===== config.mk =====
export PLATFORM = sky130hd
export DESIGN_NAME = load_store_unit
export DESIGN_NICKNAME = d
export VERILOG_FILES = /design/src/rtl/lsu_pkg.sv /design/src/rtl/lsu_align.sv /design/src/rtl/load_store_unit.sv
export SDC_FILE = /design/constraint.sdc
export NUM_CORES = 1
export LEC_CHECK = 0
export ABC_CLOCK_PERIOD_IN_PS = 8700
export BUFFER_PORTS_ARGS = -buffer_cell sky130_fd_sc_hd__buf_2
export CAP_MARGIN = 20
export CORE_ASPECT_RATIO = 0.8
export CORE_UTILIZATION = 49
export DETAILED_ROUTE_END_ITERATION = 12
export HOLD_SLACK_MARGIN = 0.15
export PLACE_DENSITY = 0.78
export SLEW_MARGIN = 15
export SYNTH_ARGS = -nofsm -noshare
export SYNTH_HDL_FRONTEND = slang
export SYNTH_SLANG_ARGS = --single-unit

===== constraint.sdc =====
create_clock -name clk -period 8.7 [get_ports clk]
set_input_delay 1.74 -clock clk [delete_from_list [all_inputs] [get_ports clk]]
set_output_delay 1.74 -clock clk [all_outputs]
set_load 0.02 [all_outputs]

===== src/rtl/lsu_pkg.sv =====
// Shared definitions for the load/store unit.
//   lsu_state_e : FSM states of load_store_unit
//   F3_*        : funct3 access size/sign encodings
//   MASK_*      : byte-lane masks for each access size (aligned at lane 0)
//   size_mask   : funct3[1:0] -> byte-lane mask
//   misaligned  : true when the low address bits are not a multiple of the size
package lsu_pkg;

  typedef enum logic [1:0] {
    IDLE,
    READ,
    WRITE,
    RESP
  } lsu_state_e;

  localparam logic [2:0] F3_B   = 3'b000;
  localparam logic [2:0] F3_H   = 3'b001;
  localparam logic [2:0] F3_W   = 3'b010;
  localparam logic [2:0] F3_D   = 3'b011;
  localparam logic [2:0] F3_BU  = 3'b100;
  localparam logic [2:0] F3_HU  = 3'b101;
  localparam logic [2:0] F3_WU  = 3'b110;
  localparam logic [2:0] F3_BAD = 3'b111;

  localparam logic [7:0] MASK_B = 8'h01;
  localparam logic [7:0] MASK_H = 8'h03;
  localparam logic [7:0] MASK_W = 8'h0F;
  localparam logic [7:0] MASK_D = 8'hFF;

  function automatic logic [7:0] size_mask(input logic [1:0] sz);
    case (sz)
      2'd0:    return MASK_B;
      2'd1:    return MASK_H;
      2'd2:    return MASK_W;
      default: return MASK_D;
    endcase
  endfunction

  function automatic logic misaligned(input logic [1:0] sz, input logic [2:0] low);
    case (sz)
      2'd0:    return 1'b0;
      2'd1:    return low[0];
      2'd2:    return |low[1:0];
      default: return |low;
    endcase
  endfunction

endpackage


===== src/rtl/lsu_align.sv =====
// Combinational byte lane logic for the load/store unit.
//   line       : 8-byte little-endian memory line
//   offset     : byte offset of the access inside the line
//   funct3     : access size/sign
//   wdata      : right-aligned store data
//   load_data  : addressed bytes, sign- or zero-extended to 64 bits
//   store_line : line with the addressed bytes replaced by wdata low bytes
module lsu_align
  import lsu_pkg::*;
(
  input  logic [63:0] line,
  input  logic [2:0]  offset,
  input  logic [2:0]  funct3,
  input  logic [63:0] wdata,
  output logic [63:0] load_data,
  output logic [63:0] store_line
);

  logic [63:0] shifted;
  logic [63:0] wdata_sh;
  logic [7:0]  lane_mask;

  always_comb begin
    // NOTE: every output gets a default first so no path through the case can infer a latch.
    load_data = '0;
    shifted   = line >> {offset, 3'b000};
    case (funct3)
      F3_B:    load_data = {{56{shifted[7]}},  shifted[7:0]};
      F3_H:    load_data = {{48{shifted[15]}}, shifted[15:0]};
      F3_W:    load_data = {{32{shifted[31]}}, shifted[31:0]};
      F3_D:    load_data = shifted;
      F3_BU:   load_data = {56'd0, shifted[7:0]};
      F3_HU:   load_data = {48'd0, shifted[15:0]};
      F3_WU:   load_data = {32'd0, shifted[31:0]};
      default: load_data = '0;
    endcase
  end

  // Accesses reaching here are aligned, so the shifted mask never spills past lane 7.
  always_comb begin
    lane_mask  = size_mask(funct3[1:0]) << offset;
    wdata_sh   = wdata << {offset, 3'b000};
    store_line = line;
    for (int i = 0; i < 8; i++) begin
      if (lane_mask[i]) store_line[8*i +: 8] = wdata_sh[8*i +: 8];
    end
  end

endmodule


===== src/rtl/load_store_unit.sv =====
// Load/store unit between the EX/MEM stage and an 8-byte-wide data memory.
// Every access reads the containing line; stores then write back the merged line.
//   clk, reset            : clock, asynchronous active-high reset
//   req_valid/req_ready   : request handshake (ready only in IDLE)
//   req_we/funct3/addr/wdata : access description
//   resp_valid/rdata/err  : one-cycle completion pulse with load data or fault
//   busy                  : stall to the hazard unit (= !req_ready)
//   Mem_Addr, WriteData, MemWrite, MemRead, ReadData : data memory port
module load_store_unit
  import lsu_pkg::*;
#(
  parameter int ADDR_BITS = 6
) (
  input  logic        clk,
  input  logic        reset,
  input  logic        req_valid,
  output logic        req_ready,
  input  logic        req_we,
  input  logic [2:0]  req_funct3,
  input  logic [63:0] req_addr,
  input  logic [63:0] req_wdata,
  output logic        resp_valid,
  output logic [63:0] resp_rdata,
  output logic        resp_err,
  output logic        busy,
  output logic [63:0] Mem_Addr,
  output logic [63:0] WriteData,
  output logic        MemWrite,
  output logic        MemRead,
  input  logic [63:0] ReadData
);

  lsu_state_e  state;
  logic        we_q;
  logic [2:0]  funct3_q;
  logic [2:0]  offset_q;
  logic [63:0] wdata_q;
  logic [63:0] line_q;
  logic        err_q;

  logic        mem_read_q;
  logic        mem_write_q;
  logic [63:0] mem_addr_q;
  logic [63:0] write_data_q;

  logic        fault;
  logic [63:0] align_line;
  logic [63:0] load_data;
  logic [63:0] store_line;

  assign fault = (req_funct3 == F3_BAD)
              || (req_we && req_funct3[2])
              || misaligned(req_funct3[1:0], req_addr[2:0])
              || (|req_addr[63:ADDR_BITS]);

  // During READ the merge works on the live memory line so WriteData can be
  // registered in time; in RESP the load result comes from the captured line.
  assign align_line = (state == READ) ? ReadData : line_q;

  lsu_align u_align (
    .line       (align_line),
    .offset     (offset_q),
    .funct3     (funct3_q),
    .wdata      (wdata_q),
    .load_data  (load_data),
    .store_line (store_line)
  );

  always_ff @(posedge clk or posedge reset) begin
    if (reset) begin
      state        <= IDLE;
      we_q         <= 1'b0;
      funct3_q     <= '0;
      offset_q     <= '0;
      wdata_q      <= '0;
      line_q       <= '0;
      err_q        <= 1'b0;
      mem_read_q   <= 1'b0;
      mem_write_q  <= 1'b0;
      mem_addr_q   <= '0;
      write_data_q <= '0;
    end else begin
      // NOTE: non-blocking assignments so every register samples pre-edge values.
      case (state)
        IDLE: begin
          if (req_valid) begin
            we_q     <= req_we;
            funct3_q <= req_funct3;
            offset_q <= req_addr[2:0];
            wdata_q  <= req_wdata;
            err_q    <= fault;
            if (fault) begin
              state <= RESP;
            end else begin
              state      <= READ;
              mem_read_q <= 1'b1;
              mem_addr_q <= {req_addr[63:3], 3'b000};
            end
          end
        end
        READ: begin
          mem_read_q <= 1'b0;
          line_q     <= ReadData;
          if (we_q) begin
            state        <= WRITE;
            mem_write_q  <= 1'b1;
            write_data_q <= store_line;
          end else begin
            state      <= RESP;
            mem_addr_q <= '0;
          end
        end
        WRITE: begin
          state        <= RESP;
          mem_write_q  <= 1'b0;
          write_data_q <= '0;
          mem_addr_q   <= '0;
        end
        RESP:    state <= IDLE;
        default: state <= IDLE;
      endcase
    end
  end

  assign req_ready  = (state == IDLE);
  assign busy       = !req_ready;
  assign resp_valid = (state == RESP);
  assign resp_err   = resp_valid && err_q;
  assign resp_rdata = (resp_valid && !err_q && !we_q) ? load_data : '0;

  assign MemRead    = mem_read_q;
  assign MemWrite   = mem_write_q;
  assign Mem_Addr   = mem_addr_q;
  assign WriteData  = write_data_q;

endmodule


==> metrics.md <==
| Metric | Value |
|---|---|
| Startpoint types | `register` |
| Comb power frac | `58.8%` |
| Worst slew pin tran | `between 1 and 1.5 ns` |
| Initial drt markers | `between 1000 and 1500` |
| Cells along the critical path | `inv_1 -> ha_4 -> buf_4 -> nand2_1 -> o22ai_1 -> nor3_1 -> nor3_2 -> buf_4 -> a41oi_1 -> buf_2` |
| Crit path DAT | `4.43 ns` |
| Synthesized area per cell | `10.70 um2` |
| I/O pin count | `397` |
| HPWL Detailed | `40620 um` |
| Switching Share | `47.69%` |
| Final min period | `6.174 ns` |
| Sequential cell area | `roughly 0.0066 mm2` |
| Final Total Pwr | `between 8 and 9 mW` |
| CTS tree | `yes` |
| Compound-cell area share of the yosys netlist | `a little over an eighth` |
| Worst Skew | `approximately 0.0098 ns` |
| DR DRC count | `0` |
| Largest net degree at the start of global routing | `169` |
| Placed cell count | `2137` |
| Multi-input logic area | `between 0.008 and 0.009 mm2` |
| Placed Area | `approximately 0.017 mm2` |
| Layout cell share with drive strength beyond 1 | `between 40% and 50%` |
| Post-synth EDFFs | `0` |
| Final Max Slew Viols | `0` |
| Clock sink total | `between 200 and 300` |
| Final Hold Violating Endpoints | `0` |
| Cts hold-fix bufs | `0` |
| PortBufs | `a little under 400` |
| Most frequent cell after synthesis | `dfrtp_1` |
| RSZ-0062 raised after global routing | `no` |
| Antenna-violating nets left | `0` |
| YS warnings | `0` |
| Synth Flop Type | `dfrtp_1` |
| Post-synth top area share | `between 40% and 50%` |
| Yosys cell types | `55` |
| Asr flop ratio synth | `100.0%` |
| Biggest area consumer among synthesized cells | `dfrtp_1` |
| GP Congestion | `roughly 1.0` |
| Area share of fa/ha/maj cells after synthesis | `less than 1%` |
| Rel. slew slack | `about 24%` |
| Post-synthesis mux area share | `between 20% and 30%` |
| Cells after synthesis | `~1400` |
| H-tree depth | `1` |
| CTS Buf Count | `29` |
| Max incr delay on CP | `around 0.74 ns` |
| Clock network fraction of design power | `14.6%` |
| Clk root buf | `clkbuf_16` |
| CP required | `6.96 ns` |
| Drt total wl | `54410 um` |
| Fmax | `about 160 MHz` |
| Initial Util | `between 50% and 60%` |
| Final setup fails | `0` |
| Via Count | `between 10000 and 15000` |
| CP bufs+invs | `4` |
| CP most frequent cell | `buf_4` |
| Hold depth | `2` |
| DIE HEIGHT | `roughly 160 um` |
| Flops & latches, synth | `265` |
| Vias in the first global route | `12832` |
| Max-cap violations | `0` |
| Antenna violations before repair | `3` |
| Crit path capture type | `output port` |
| Crit Path Class | `register to output port` |
| Largest family of logic cells by synthesized area | `multiplexers` |
| Clk_lat worst skew | `roughly 0.55 ns` |
| Site Rows | `between 50 and 60` |
| Post CTS Setup Buffer Count | `0` |
| Max FO, Critical Path | `55` |
| Initial DRT Pass Iterations | `5` |
| Global-route wire length before repair | `between 80000 and 90000 um` |
| Stages on the worst setup path | `10` |
| GRT Util Overall | `33.48%` |
| Post-synthesis sequential area ratio | `roughly 43%` |
| Post-route clock period utilization | `between 70% and 80%` |
| Critical path's slowest cell | `buf_4` |
| Fin cells | `approximately 2200` |
| Post-synthesis simple-gate area fraction | `10.42%` |
| Sw power | `roughly 4 mW` |
| Via density per instance | `6.128` |
| Post-CTS Resized | `0` |
| Core box area | `0.03052 mm2` |
| NumNets Final | `1959` |
| Area Overhead vs Synth | `20.05%` |
| Synth top area cells | `dfrtp_1 (43%), mux2_2 (15%), mux2i_1 (7.8%)` |
| HP Class | `register to register` |
| CTS max path bufs | `3` |
| Worst R2R Path Depth | `7` |
| CP delay by family, top | `buffers and inverters` |
| Total grt overflow | `0` |
| Avg WL per Cell | `about 25 um` |
| Int Power | `4.445 mW` |
| Worst VDD drop | `approximately 230 uV` |
| Filler Cells Inserted | `about 2700` |
| Status | `complete, no violations` |
| Synth Area in XOR/XNOR | `0%` |
| Final Cell Area | `between 0.015 and 0.02 mm2` |
| Cell Area, Synth | `approximately 0.015 mm2` |
| Sum Neg Setup Slack | `0 ns` |
| Die width | `199.7 um` |
| Die area | `about 0.032 mm2` |
| Reg power frac | `about a quarter` |
| Min Hold Slack | `around 0.47 ns` |
| Post-synth top cells | `dfrtp_1 (265), mux2_2 (205), mux2i_1 (120)` |
| Pleak | `roughly 8.7 nW` |
| Clock Pin Slew Worst Setup and Hold Paths | `~0.06 ns` |
| Cell Pwr Density | `462.1 mW/mm2` |
-- cell type report --
cell class	count	share of cell area [%]
Inverter	24	0.5103
Antenna cell	4	0.05444
Sequential cell	265	36.09
Clock inverter	9	0.5852
Multi-Input combinational cell	1020	43.54
Timing Repair Buffer	416	11.81
Tap cell	413	2.810
Clock buffer	42	4.593
-- tightest hold or removal path: cells and delay by family, from the launching register on --
kind / cells / cell delay [ns]
flops: 1 / 0.34
simple gates: 2 / 0.10
-- layer usage --
metal,global-route usage [%],share of wire (%),up-vias
met5,0,0,-
met3,8.743,11,126
met4,12.04,3.7,0
met2,47.22,43,864
met1,49.25,43,6544
li1,-,-,5905
-- cells in the final DEF (no fill, tap or decap), drive strengths merged, types with 5 or more instances in the layout --
cell	netlist	layout
a32o	8	8
nor4	16	16
o22ai	20	20
a211oi	9	9
nand3	19	19
o2bb2ai	8	8
inv	24	24
a221o	7	7
nor2	83	83
o32ai	7	7
nor2b	70	70
buf	70	416
dfrtp	265	265
mux2	210	210
o21ai	79	79
clkinv	0	5
a41oi	8	8
o211ai	16	16
mux2i	120	120
mux4	29	29
nand2b	6	6
a21oi	68	68
a22o	18	18
a31oi	49	49
clkbuf	54	42
nand2	117	117
a22oi	9	9
-- per-stage QoR --
| step | setup WS [ns] | util (%) |
|---|---|---|
| final | 2.526 | 60.24 |
| after floorplan | 3.462 | - |
| after global placement | 2.980 | 56.98 |
| after detailed placement | 2.935 | 56.98 |
| after CTS | 2.504 | 60.10 |
| after global routing | 2.238 | 60.23 |
-- kinds of logic (layout without fill, tap and decap cells) --
| family | count (synthesis) | after routing |
|---|---|---|
| compound gates | 318 | 318 |
| fa+ha+maj | 4 | 4 |
| buf+inv | 148 | 491 |
| flops | 265 | 265 |
| mux | 359 | 359 |
| other cells | 1 | 7 |
| simple gates | 336 | 336 |
-- path summary, 6_finish.rpt --
check                             from              to  slack [ns]
setup / recovery              state[1]  resp_rdata[52]        2.53
hold / removal                MemWrite        MemWrite        0.47
setup reg to reg           offset_q[1]   WriteData[50]        4.95
hold reg to reg               MemWrite        MemWrite        0.47
max in group asynchronous        reset       line_q[2]        6.14
min in group asynchronous        reset     wdata_q[48]        1.41
-- flip-flops by register name (all words and copies together), names as in the netlist --
signal,cells
MemRead,1
MemWrite,1
Mem_Addr,61
WriteData,64
err_q,1
funct3_q,3
line_q,64
offset_q,3
state,2
wdata_q,64
we_q,1
-- power groups by stage --
| stage | clock network [mW] | logic (mW) | registers (mW) |
|---|---|---|---|
| 3_3_place_gp | 0 | 4.74 | 2.22 |
| 4_1_cts | 1.26 | 4.84 | 2.24 |
| 2_1_floorplan | 0 | 3.39 | 2.22 |
| 6_report | 1.24 | 5.00 | 2.26 |
| 3_5_place_dp | 0 | 4.81 | 2.26 |
| 5_1_grt | 1.31 | 5.26 | 2.31 |
Power figures use the tool's default switching activity.
